## src/rtl/tcm_arbiter_pkg.sv

```systemverilog
// -----------------------------------------------------------------------------
// tcm_arbiter_pkg
// Shared constants and types for the two-master TCM arbiter.
//   - Bus geometry (data width, access-size code width, TCM address width)
//   - Access-size codes
//   - Master identifiers (instruction fetch / data load-store)
// -----------------------------------------------------------------------------
package tcm_arbiter_pkg;

  localparam int BUS_WIDTH     = 32;
  localparam int BUS_ACC_WIDTH = 2;
  localparam int TCM_VA_WIDTH  = 16;

  localparam logic [BUS_ACC_WIDTH-1:0] BUS_ACC_1B = 2'd0;
  localparam logic [BUS_ACC_WIDTH-1:0] BUS_ACC_2B = 2'd1;
  localparam logic [BUS_ACC_WIDTH-1:0] BUS_ACC_4B = 2'd2;

  // Master identifiers; the value doubles as the index into per-master vectors.
  typedef enum logic {
    TCM_MST_IF = 1'b0,
    TCM_MST_D  = 1'b1
  } mst_e;

  // The master that is not m; used to rotate round-robin priority.
  function automatic mst_e other_mst(input mst_e m);
    return (m == TCM_MST_IF) ? TCM_MST_D : TCM_MST_IF;
  endfunction

endpackage

```

## src/rtl/tcm_arbiter_slot.sv

```systemverilog
// -----------------------------------------------------------------------------
// tcm_arbiter_slot
// One-entry pending register holding a request that lost arbitration.
// Ports:
//   clk, rst      clock, synchronous active-high reset
//   cap           load in_* fields and mark the slot valid
//   rel           slot was granted this cycle; mark it empty
//   in_*          live request fields from the master
//   out_*         captured request fields
//   vld           slot holds a request
// -----------------------------------------------------------------------------
module tcm_arbiter_slot #(
  parameter int VA_WIDTH = 16,
  parameter int DW       = 32,
  parameter int AW       = 2
) (
  input  logic                clk,
  input  logic                rst,
  input  logic                cap,
  input  logic                rel,
  input  logic [VA_WIDTH-1:0] in_addr,
  input  logic                in_w_rb,
  input  logic [AW-1:0]       in_acc,
  input  logic [DW-1:0]       in_wdata,
  output logic [VA_WIDTH-1:0] out_addr,
  output logic                out_w_rb,
  output logic [AW-1:0]       out_acc,
  output logic [DW-1:0]       out_wdata,
  output logic                vld
);

  // NOTE: sequential state uses non-blocking (<=) so every register samples
  // the pre-edge value of its inputs, independent of block ordering.
  always_ff @(posedge clk) begin
    if (rst) begin
      vld <= 1'b0;
    end else if (cap) begin
      vld <= 1'b1;
    end else if (rel) begin
      vld <= 1'b0;
    end
  end

  // NOTE: payload registers carry no reset; they are only observed while
  // vld is set, so resetting them would add fanout on rst for no benefit.
  always_ff @(posedge clk) begin
    if (cap) begin
      out_addr  <= in_addr;
      out_w_rb  <= in_w_rb;
      out_acc   <= in_acc;
      out_wdata <= in_wdata;
    end
  end

endmodule

```

## src/rtl/tcm_arbiter.sv

```systemverilog
// -----------------------------------------------------------------------------
// tcm_arbiter
// Two-master to one-slave arbiter in front of the TCM controller.
// Master 0 = instruction fetch, master 1 = data load/store. Uncontended
// requests pass through in the same cycle; a loser is parked in a one-entry
// slot and issued next cycle. Round-robin priority on collisions.
// Ports:
//   clk, rst                  clock, synchronous active-high reset
//   m{0,1}_addr/w_rb/acc/wdata  master request fields
//   m{0,1}_req                one-cycle request pulse
//   m{0,1}_rdata/resp/fault   per-master completion (rdata broadcast)
//   s_addr/w_rb/acc/wdata/req request to TCM
//   s_rdata, s_resp           registered TCM response (one cycle after req)
//   s_fault                   combinational TCM reject, same cycle as req
// -----------------------------------------------------------------------------
module tcm_arbiter
  import tcm_arbiter_pkg::*;
#(
  parameter int VA_WIDTH = TCM_VA_WIDTH,
  parameter int DW       = BUS_WIDTH,
  parameter int AW       = BUS_ACC_WIDTH
) (
  input  logic                clk,
  input  logic                rst,
  input  logic [VA_WIDTH-1:0] m0_addr,
  input  logic                m0_w_rb,
  input  logic [AW-1:0]       m0_acc,
  input  logic [DW-1:0]       m0_wdata,
  input  logic                m0_req,
  output logic [DW-1:0]       m0_rdata,
  output logic                m0_resp,
  output logic                m0_fault,
  input  logic [VA_WIDTH-1:0] m1_addr,
  input  logic                m1_w_rb,
  input  logic [AW-1:0]       m1_acc,
  input  logic [DW-1:0]       m1_wdata,
  input  logic                m1_req,
  output logic [DW-1:0]       m1_rdata,
  output logic                m1_resp,
  output logic                m1_fault,
  output logic [VA_WIDTH-1:0] s_addr,
  output logic                s_w_rb,
  output logic [AW-1:0]       s_acc,
  output logic [DW-1:0]       s_wdata,
  output logic                s_req,
  input  logic [DW-1:0]       s_rdata,
  input  logic                s_resp,
  input  logic                s_fault
);

  logic [1:0] live_req;
  logic [1:0] pend_vld;
  logic [1:0] eff;
  logic [1:0] gnt;
  logic [1:0] cap;
  logic [1:0] rel;
  mst_e       gnt_id;
  mst_e       rr;
  logic       own_vld;
  mst_e       own_id;

  logic [VA_WIDTH-1:0] p0_addr, p1_addr, src0_addr, src1_addr;
  logic                p0_w_rb, p1_w_rb, src0_w_rb, src1_w_rb;
  logic [AW-1:0]       p0_acc, p1_acc, src0_acc, src1_acc;
  logic [DW-1:0]       p0_wdata, p1_wdata, src0_wdata, src1_wdata;

  assign live_req = {m1_req, m0_req};

  // A parked request takes precedence over the live inputs; a live req while
  // the slot is full breaks the master contract and is dropped here.
  assign eff = rst ? 2'b00 : (pend_vld | live_req);

  // NOTE: every always_comb output gets a default first so no path leaves it
  // unassigned, which would otherwise infer a latch.
  always_comb begin
    gnt_id = TCM_MST_IF;
    if (eff == 2'b11) begin
      gnt_id = rr;
    end else if (eff[1]) begin
      gnt_id = TCM_MST_D;
    end
  end

  assign gnt[0] = eff[0] & (gnt_id == TCM_MST_IF);
  assign gnt[1] = eff[1] & (gnt_id == TCM_MST_D);

  // Capture only a live loser into an empty slot; release a granted slot.
  assign cap = live_req & ~gnt & ~pend_vld & {2{~rst}};
  assign rel = pend_vld & gnt;

  tcm_arbiter_slot #(.VA_WIDTH(VA_WIDTH), .DW(DW), .AW(AW)) u_slot0 (
    .clk       (clk),
    .rst       (rst),
    .cap       (cap[0]),
    .rel       (rel[0]),
    .in_addr   (m0_addr),
    .in_w_rb   (m0_w_rb),
    .in_acc    (m0_acc),
    .in_wdata  (m0_wdata),
    .out_addr  (p0_addr),
    .out_w_rb  (p0_w_rb),
    .out_acc   (p0_acc),
    .out_wdata (p0_wdata),
    .vld       (pend_vld[0])
  );

  tcm_arbiter_slot #(.VA_WIDTH(VA_WIDTH), .DW(DW), .AW(AW)) u_slot1 (
    .clk       (clk),
    .rst       (rst),
    .cap       (cap[1]),
    .rel       (rel[1]),
    .in_addr   (m1_addr),
    .in_w_rb   (m1_w_rb),
    .in_acc    (m1_acc),
    .in_wdata  (m1_wdata),
    .out_addr  (p1_addr),
    .out_w_rb  (p1_w_rb),
    .out_acc   (p1_acc),
    .out_wdata (p1_wdata),
    .vld       (pend_vld[1])
  );

  assign src0_addr  = pend_vld[0] ? p0_addr  : m0_addr;
  assign src0_w_rb  = pend_vld[0] ? p0_w_rb  : m0_w_rb;
  assign src0_acc   = pend_vld[0] ? p0_acc   : m0_acc;
  assign src0_wdata = pend_vld[0] ? p0_wdata : m0_wdata;
  assign src1_addr  = pend_vld[1] ? p1_addr  : m1_addr;
  assign src1_w_rb  = pend_vld[1] ? p1_w_rb  : m1_w_rb;
  assign src1_acc   = pend_vld[1] ? p1_acc   : m1_acc;
  assign src1_wdata = pend_vld[1] ? p1_wdata : m1_wdata;

  // gnt_id defaults to master 0 when idle, so the idle bus shows master 0.
  assign s_req   = |eff;
  assign s_addr  = (gnt_id == TCM_MST_D) ? src1_addr  : src0_addr;
  assign s_w_rb  = (gnt_id == TCM_MST_D) ? src1_w_rb  : src0_w_rb;
  assign s_acc   = (gnt_id == TCM_MST_D) ? src1_acc   : src0_acc;
  assign s_wdata = (gnt_id == TCM_MST_D) ? src1_wdata : src0_wdata;

  // Priority rotates only on an actual collision; owner tracks the one
  // accepted transaction in flight so its response returns to the issuer.
  always_ff @(posedge clk) begin
    if (rst) begin
      rr      <= TCM_MST_IF;
      own_vld <= 1'b0;
      own_id  <= TCM_MST_IF;
    end else begin
      if (eff == 2'b11) begin
        rr <= other_mst(rr);
      end
      own_vld <= s_req & ~s_fault;
      own_id  <= gnt_id;
    end
  end

  assign m0_fault = s_fault & gnt[0];
  assign m1_fault = s_fault & gnt[1];
  assign m0_resp  = ~rst & s_resp & own_vld & (own_id == TCM_MST_IF);
  assign m1_resp  = ~rst & s_resp & own_vld & (own_id == TCM_MST_D);
  assign m0_rdata = s_rdata;
  assign m1_rdata = s_rdata;

endmodule

```

## config.mk

```make
export PLATFORM = sky130hd
export DESIGN_NAME = tcm_arbiter
export DESIGN_NICKNAME = d
export VERILOG_FILES = /design/src/rtl/tcm_arbiter_pkg.sv /design/src/rtl/tcm_arbiter_slot.sv /design/src/rtl/tcm_arbiter.sv
export SDC_FILE = /design/constraint.sdc
export NUM_CORES = 1
export LEC_CHECK = 0
export BUFFER_PORTS_ARGS = -buffer_cell sky130_fd_sc_hd__buf_2
export CAP_MARGIN = 20
export CORE_ASPECT_RATIO = 1.2
export CORE_MARGIN = 10
export CORE_UTILIZATION = 47
export DETAILED_ROUTE_END_ITERATION = 16
export PLACE_DENSITY = 0.89
export REMOVE_ABC_BUFFERS = 1
export SLEW_MARGIN = 20
export SYNTH_ARGS = -nofsm -noshare
export SYNTH_HDL_FRONTEND = slang
export SYNTH_SLANG_ARGS = --single-unit
```

## constraint.sdc

```tcl
create_clock -name clk -period 3.9 [get_ports clk]
set_input_delay 0.78 -clock clk [delete_from_list [all_inputs] [get_ports clk]]
set_output_delay 0.78 -clock clk [all_outputs]
set_load 0.02 [all_outputs]
```

# Word-level counts from Yosys, hierarchy flattened
# Index checks and enable logic that the tools add are counted.
[word_totals] register_bits=107 in_bits=140 out_inout_bits=120 word_cells=57
[classes] eq_ne=1 mux=20 n_bitwise=20 reduce_logical=3
[ops] op="32-bit two-way mux" n=3
[ops] op="16-bit two-way mux" n=3
[ops] op="1-bit two-way mux" n=10
[ops] op="1-bit AND" n=9
[ops] op="2-bit AND" n=4
[ops] op="2-bit two-way mux" n=4
[ops] op="1-bit NOT" n=4
[ops] op="2-bit NOT" n=2
[ops] op="2-bit nonzero test" n=2
[ops] op="2-bit == test, second input constant" n=1
[ops] op="2-bit OR" n=1
[ops] op="2-bit OR reduction" n=1

# Longest topological paths before layout
[logic_depth] word_depth=11 depth_mapped=6 mapped_depth_nobuf=3

# By module
# Synthesis repeated with hierarchy kept, for this count alone.
[unflattened] hier_cells=368 hier_area_um2=5482.8
[by_module_without_submodules] mod="tcm_arbiter_slot" instances=2 cells_per_inst=55 area_each_um2=1570.3 seq_area_each_um2=1551.5
[by_module_without_submodules] mod="tcm_arbiter" instances=1 cells_per_inst=258 area_each_um2=2342.2 seq_area_each_um2=60.1

# Least setup slack after synthesis
# OpenSTA, ideal clock, no wires.
[synth_path] path_type="input to register" startpoint="input port rst" endpoint="register u_slot0.out_acc[0] (enable)" setup_ns=0.414 arrival_ns=2.637 t_required_ns=3.486 path_slack_ns=0.849 stages=4 n_path_buf=2 cell_sequence="clkbuf_1 > nor3_2 > buf_6 > and3b_1"
[synth_via] elab_chain_len=9 word_cells_on_any_way=11 cone_classes="eq/ne: 1; mux: 3; bitwise: 7"
[synth_lines] item="start, declared" line="tcm_arbiter.sv:24" text="input logic rst,"
[synth_lines] item="2-bit two-way mux" line="tcm_arbiter.sv:71" text="assign eff = rst ? 2'b00 : (pend_vld | live_req);"
[synth_lines] item="2-bit == test / 1-bit two-way mux (equally long branches)" line="tcm_arbiter.sv:77, tcm_arbiter.sv:79"
[synth_lines] item="1-bit two-way mux" line="tcm_arbiter.sv:77" text="if (eff == 2'b11) begin"
[synth_lines] item="1-bit NOT" line="tcm_arbiter.sv:84" text="assign gnt[0] = eff[0] & (gnt_id == TCM_MST_IF);"
[synth_lines] item="1-bit AND" line="tcm_arbiter.sv:84"
[synth_lines] item="2-bit NOT" line="tcm_arbiter.sv:88" text="assign cap = live_req & ~gnt & ~pend_vld & {2{~rst}};"
[synth_lines] item="2-bit AND (2 in a row)" line="tcm_arbiter.sv:88"
[synth_lines] item="2-bit AND *" line="tcm_arbiter.sv:88"
[synth_lines] item="net u_slot0.cap" line="tcm_arbiter_slot.sv:19" text="input logic cap,"
[synth_lines] item="end signal, assigned" line="tcm_arbiter_slot.sv:50" text="out_acc <= in_acc;"
[synth_lines] item="end, declared" line="tcm_arbiter_slot.sv:27" text="output logic [AW-1:0] out_acc,"
# The timed path passes the listed nets; every way through them passes the cells marked *.
# A chain may end at the register's enable or synchronous reset.

# Worst setup path after layout
[layout_path] startpoint="register u_slot1.vld" endpoint="output port s_wdata[21]"
[layout_via] elab_chain_len=5 word_cells_on_any_way=7 cone_classes="eq/ne: 1; mux: 5; bitwise: 1"
[layout_lines] item="start, declared" line="tcm_arbiter_slot.sv:29" text="output logic vld"
[layout_lines] item="start signal, assigned" line="tcm_arbiter_slot.sv:36" text="vld <= 1'b0;"
[layout_lines] item="start signal, assigned" line="tcm_arbiter_slot.sv:38" text="vld <= 1'b1;"
[layout_lines] item="start signal, assigned" line="tcm_arbiter_slot.sv:40" text="vld <= 1'b0;"
[layout_lines] item="2-bit OR" line="tcm_arbiter.sv:71"
[layout_lines] item="2-bit two-way mux" line="tcm_arbiter.sv:71"
[layout_lines] item="2-bit == test / 1-bit two-way mux (equally long branches)" line="tcm_arbiter.sv:77, tcm_arbiter.sv:79"
[layout_lines] item="1-bit two-way mux" line="tcm_arbiter.sv:77"
[layout_lines] item="32-bit two-way mux *" line="tcm_arbiter.sv:137" text="assign s_wdata = (gnt_id == TCM_MST_D) ? src1_wdata : src0_wdata;"
[layout_lines] item="end, declared" line="tcm_arbiter.sv:44" text="output logic [DW-1:0] s_wdata,"
# Mark *: on every way between the ends. The rest lies on a longest branch, timed or not.

==> key figures <==
Outcome
  – Outcome: finished, final reports clean

Final layout
  – Finished Layout Cells: 620
  – Fraction of layout cells with a size suffix above 1: 40.8%
  – Antenna cells: 0
  – Area growth, synth to finish: 13.6%
  – Layout Nets: 598
  – Post-route cell area: 0.00623 mm^2

Clock network
  – Clk_lat worst skew: 340 ps
  – Number of H-tree levels: 3
  – Number of CTS-inserted buffers: 9
  – Setup bufs post-CTS: 0
  – CTS Buffer Depth: 2
  – PostCTS Resize Cnt: 0
  – TritonCTS clock tree: done
  – Root Buffer: clkbuf_16
  – CTS sink cnt: 107
  – # hold bufs at CTS: 0
  – Clock slew at reported path FFs: 70 ps

Timing
  – Worst-Margin Slew: 679 ps
  – Fmax: 0.314 GHz
  – Slew Limit Headroom: 54.7%
  – Period utilization: 81.6%
  – Max-slew violations: 0
  – Number of setup violations in the final report: 0
  – Final Hold Fails: 0
  – Final Skew: 5.83 ps
  – RSZ-0062 raised after global routing: no
  – Final WS setup: 716 ps
  – Final worst path period need: 3180 ps

Global routing
  – Initial antenna violation count: 0
  – Overflow after GRT: 0
  – Total Routing Usage GR: 16.7%
  – First-pass GRT wire length: 21300 um
  – Vias in the first global route: 3651
  – Maximum number of pins on one net before global-route repair: 34

Synthesis
  – Post-synthesis register bit count: 107
  – Post-synth top cells: 153 x mux2i_1, 102 x edfxtp_1, 64 x buf_4
  – Yosys Warn Count: 0
  – Count leader, synth: mux2i_1
  – Synthesized instance count: 361
  – Post-synth top flop: edfxtp_1
  – Synth area leaders: edfxtp_1 56%, mux2i_1 28%, buf_4 8.8%
  – Post-synth cell types: 23
  – Area leader, netlist: edfxtp_1
  – Seq/Total Area, Yosys: 57.7%
  – FFs w/ async S/R, synth: 0%
  – Avg Inst Size Synth: 15.2 um^2
  – Post-synth EDFFs: 102
  – Yosys top cell area share: 55.9%
  – Syn Std Cell Area: 0.00548 mm^2

Setup path
  – Cell family with most CP delay: buffers and inverters
  – CP max stage delay: 680 ps
  – Buf/Inv on CP: 2
  – Worst Path Max Fanout: 33
  – CP required: 3120 ps
  – Reg-to-Reg End: u_slot0.out_w_rb$_DFFE_PP_
  – Startpoint Class: register
  – Ordered list of cells on the worst path: nor2_4, nor3_4, buf_4, mux2i_1, buf_2
  – FF-to-FF path depth: 5
  – Slowest CP cell: dfxtp_4
  – Reg2reg setup slack: 1210 ps
  – CP Class: reg2out
  – Critical path endpoint category: output port
  – Crit path arrival time: 2400 ps
  – Reg2reg start: u_slot1.vld$_SDFFE_PP0P_

Power and ir drop
  – Pwr/cell area: 418 mW/mm^2
  – LEAKAGE: 0.00223 uW
  – Switching Share: 23.4%
  – Int Pwr: 1990 uW
  – Net Sw Power: 608 uW
  – Worst VDD drop: 0.187 mV
  – Clock power frac: 36.3%
  – Overall power: 2600 uW
  – Sequential Power Share: 50.3%
  – Logic pwr share: 13.4%

Floorplan
  – DIE AREA: 0.0164 mm^2
  – Core footprint: 0.0115 mm^2
  – DIE HEIGHT: 138 um
  – I/O pins: 260
  – Die X: 119 um
  – Starting Density: 47.6%
  – Row count: 43

Drt
  – Via count: 3221
  – Routed wire length: 14300 um
  – DR DRC count: 0
  – Drt wl/cell: 23.1 um
  – DRT Pass-1 Iters: 4
  – Routed Antenna Nets: 0
  – Vias per Instance: 5.20
  – Iter 0 DRT Violations: 140

Worst hold path
  – Hold path cells: 1
  – Hold crit path type: reg2reg
  – Hold Path Origin: rr$_SDFFE_PP0P_
  – Hold path endpoint: u_slot0.vld$_SDFFE_PP0P_

Placement
  – Placed Cells: 604
  – Place WS: 833 ps
  – IO Port Bufs: 163
  – Routability Congestion: 0.715
  – DP HPWL: 11300 um
  – Dpl cell area: 0.00592 mm^2

Flow run
  – Max Cap Viol: 0
layout by cell type (no fill, tap or decap), types with 2 or more instances in the layout:
cell,n
a21oi_1,2
and3b_2,2
buf_12,2
buf_2,163
buf_4,4
bufinv_16,2
clkbuf_16,9
clkinv_1,2
clkinv_2,3
dfxtp_1,3
dfxtp_4,2
edfxtp_1,102
mux2i_1,153
nor4b_1,2
registers in the layout, summed over array words and instances (netlist names), 2 cells and up:
name and cells:
u_slot1.out_wdata 32, u_slot0.out_addr 16, u_slot0.out_wdata 32, u_slot1.out_addr 16, u_slot0.out_acc 2, u_slot1.out_acc 2
cells by family (layout without fill, tap and decap cells):
logic type	after synthesis	after routing	synth area share, %
flops	107	107	57.7
compound gates	4	4	0.456
simple gates	14	14	1.85
mux	153	153	27.9
buf+inv	83	185	12.1
through the flow:
step	setup TNS (ps)	utilization (%)	hold slack, ps
finish	0	54.1	528
global route	0	54.1	552
CTS	0	54.1	530
detailed placement	0	51.4	519
global placement	0	51.4	466
floorplan	-314030	-	445
worst max-delay path by stage:
stage                              from                      endpoint  slack [ps]  cells past startpoint
2_1_floorplan  u_slot1.vld$_SDFFE_PP0P_  u_slot0.out_acc[0]$_DFFE_PP_       -3060                      3
3_3_place_gp                     m0_req                   s_wdata[21]         860                      6
3_5_place_dp                     m0_req                   s_wdata[21]         830                      6
4_1_cts        u_slot1.vld$_SDFFE_PP0P_                   s_wdata[21]         650                      5
5_1_grt        u_slot1.vld$_SDFFE_PP0P_                   s_wdata[21]         530                      5
6_report       u_slot1.vld$_SDFFE_PP0P_                   s_wdata[21]         720                      5
per-layer routing:
| metal | part of all wire (%) | GRT usage (%) |
|---|---|---|
| met4 | 1.0 | 5.02 |
| met5 | 0.45 | 4.35 |
| met3 | 11 | 9.16 |
| met1 | 42 | 20.1 |
| met2 | 46 | 24.8 |
worst reg2reg max path: cells and delay by family (launching register included):
kind,cells,cell delay (ps)
buffers and inverters,2,680
AND/OR/NAND/NOR,3,1030
flip-flops,1,680
final cells by class:
cell class	count	area, um^2
multi-input cells	171	1670
fillers	1015	5290
repair buffers	169	886
well taps	157	196
flip-flops and latches	107	3170
clock inverters	7	82.6
clock buffers	9	225
power groups by stage:
| stage | logic (uW) | registers (uW) | clock network [uW] |
|---|---|---|---|
| 6_report | 349 | 1310 | 944 |
| 5_1_grt | 379 | 1310 | 1010 |
| 4_1_cts | 355 | 1310 | 963 |
| 3_5_place_dp | 354 | 1340 | 0 |
| 3_3_place_gp | 340 | 1330 | 0 |
| 2_1_floorplan | 201 | 1340 | 0 |
Power figures use the tool's default switching activity.
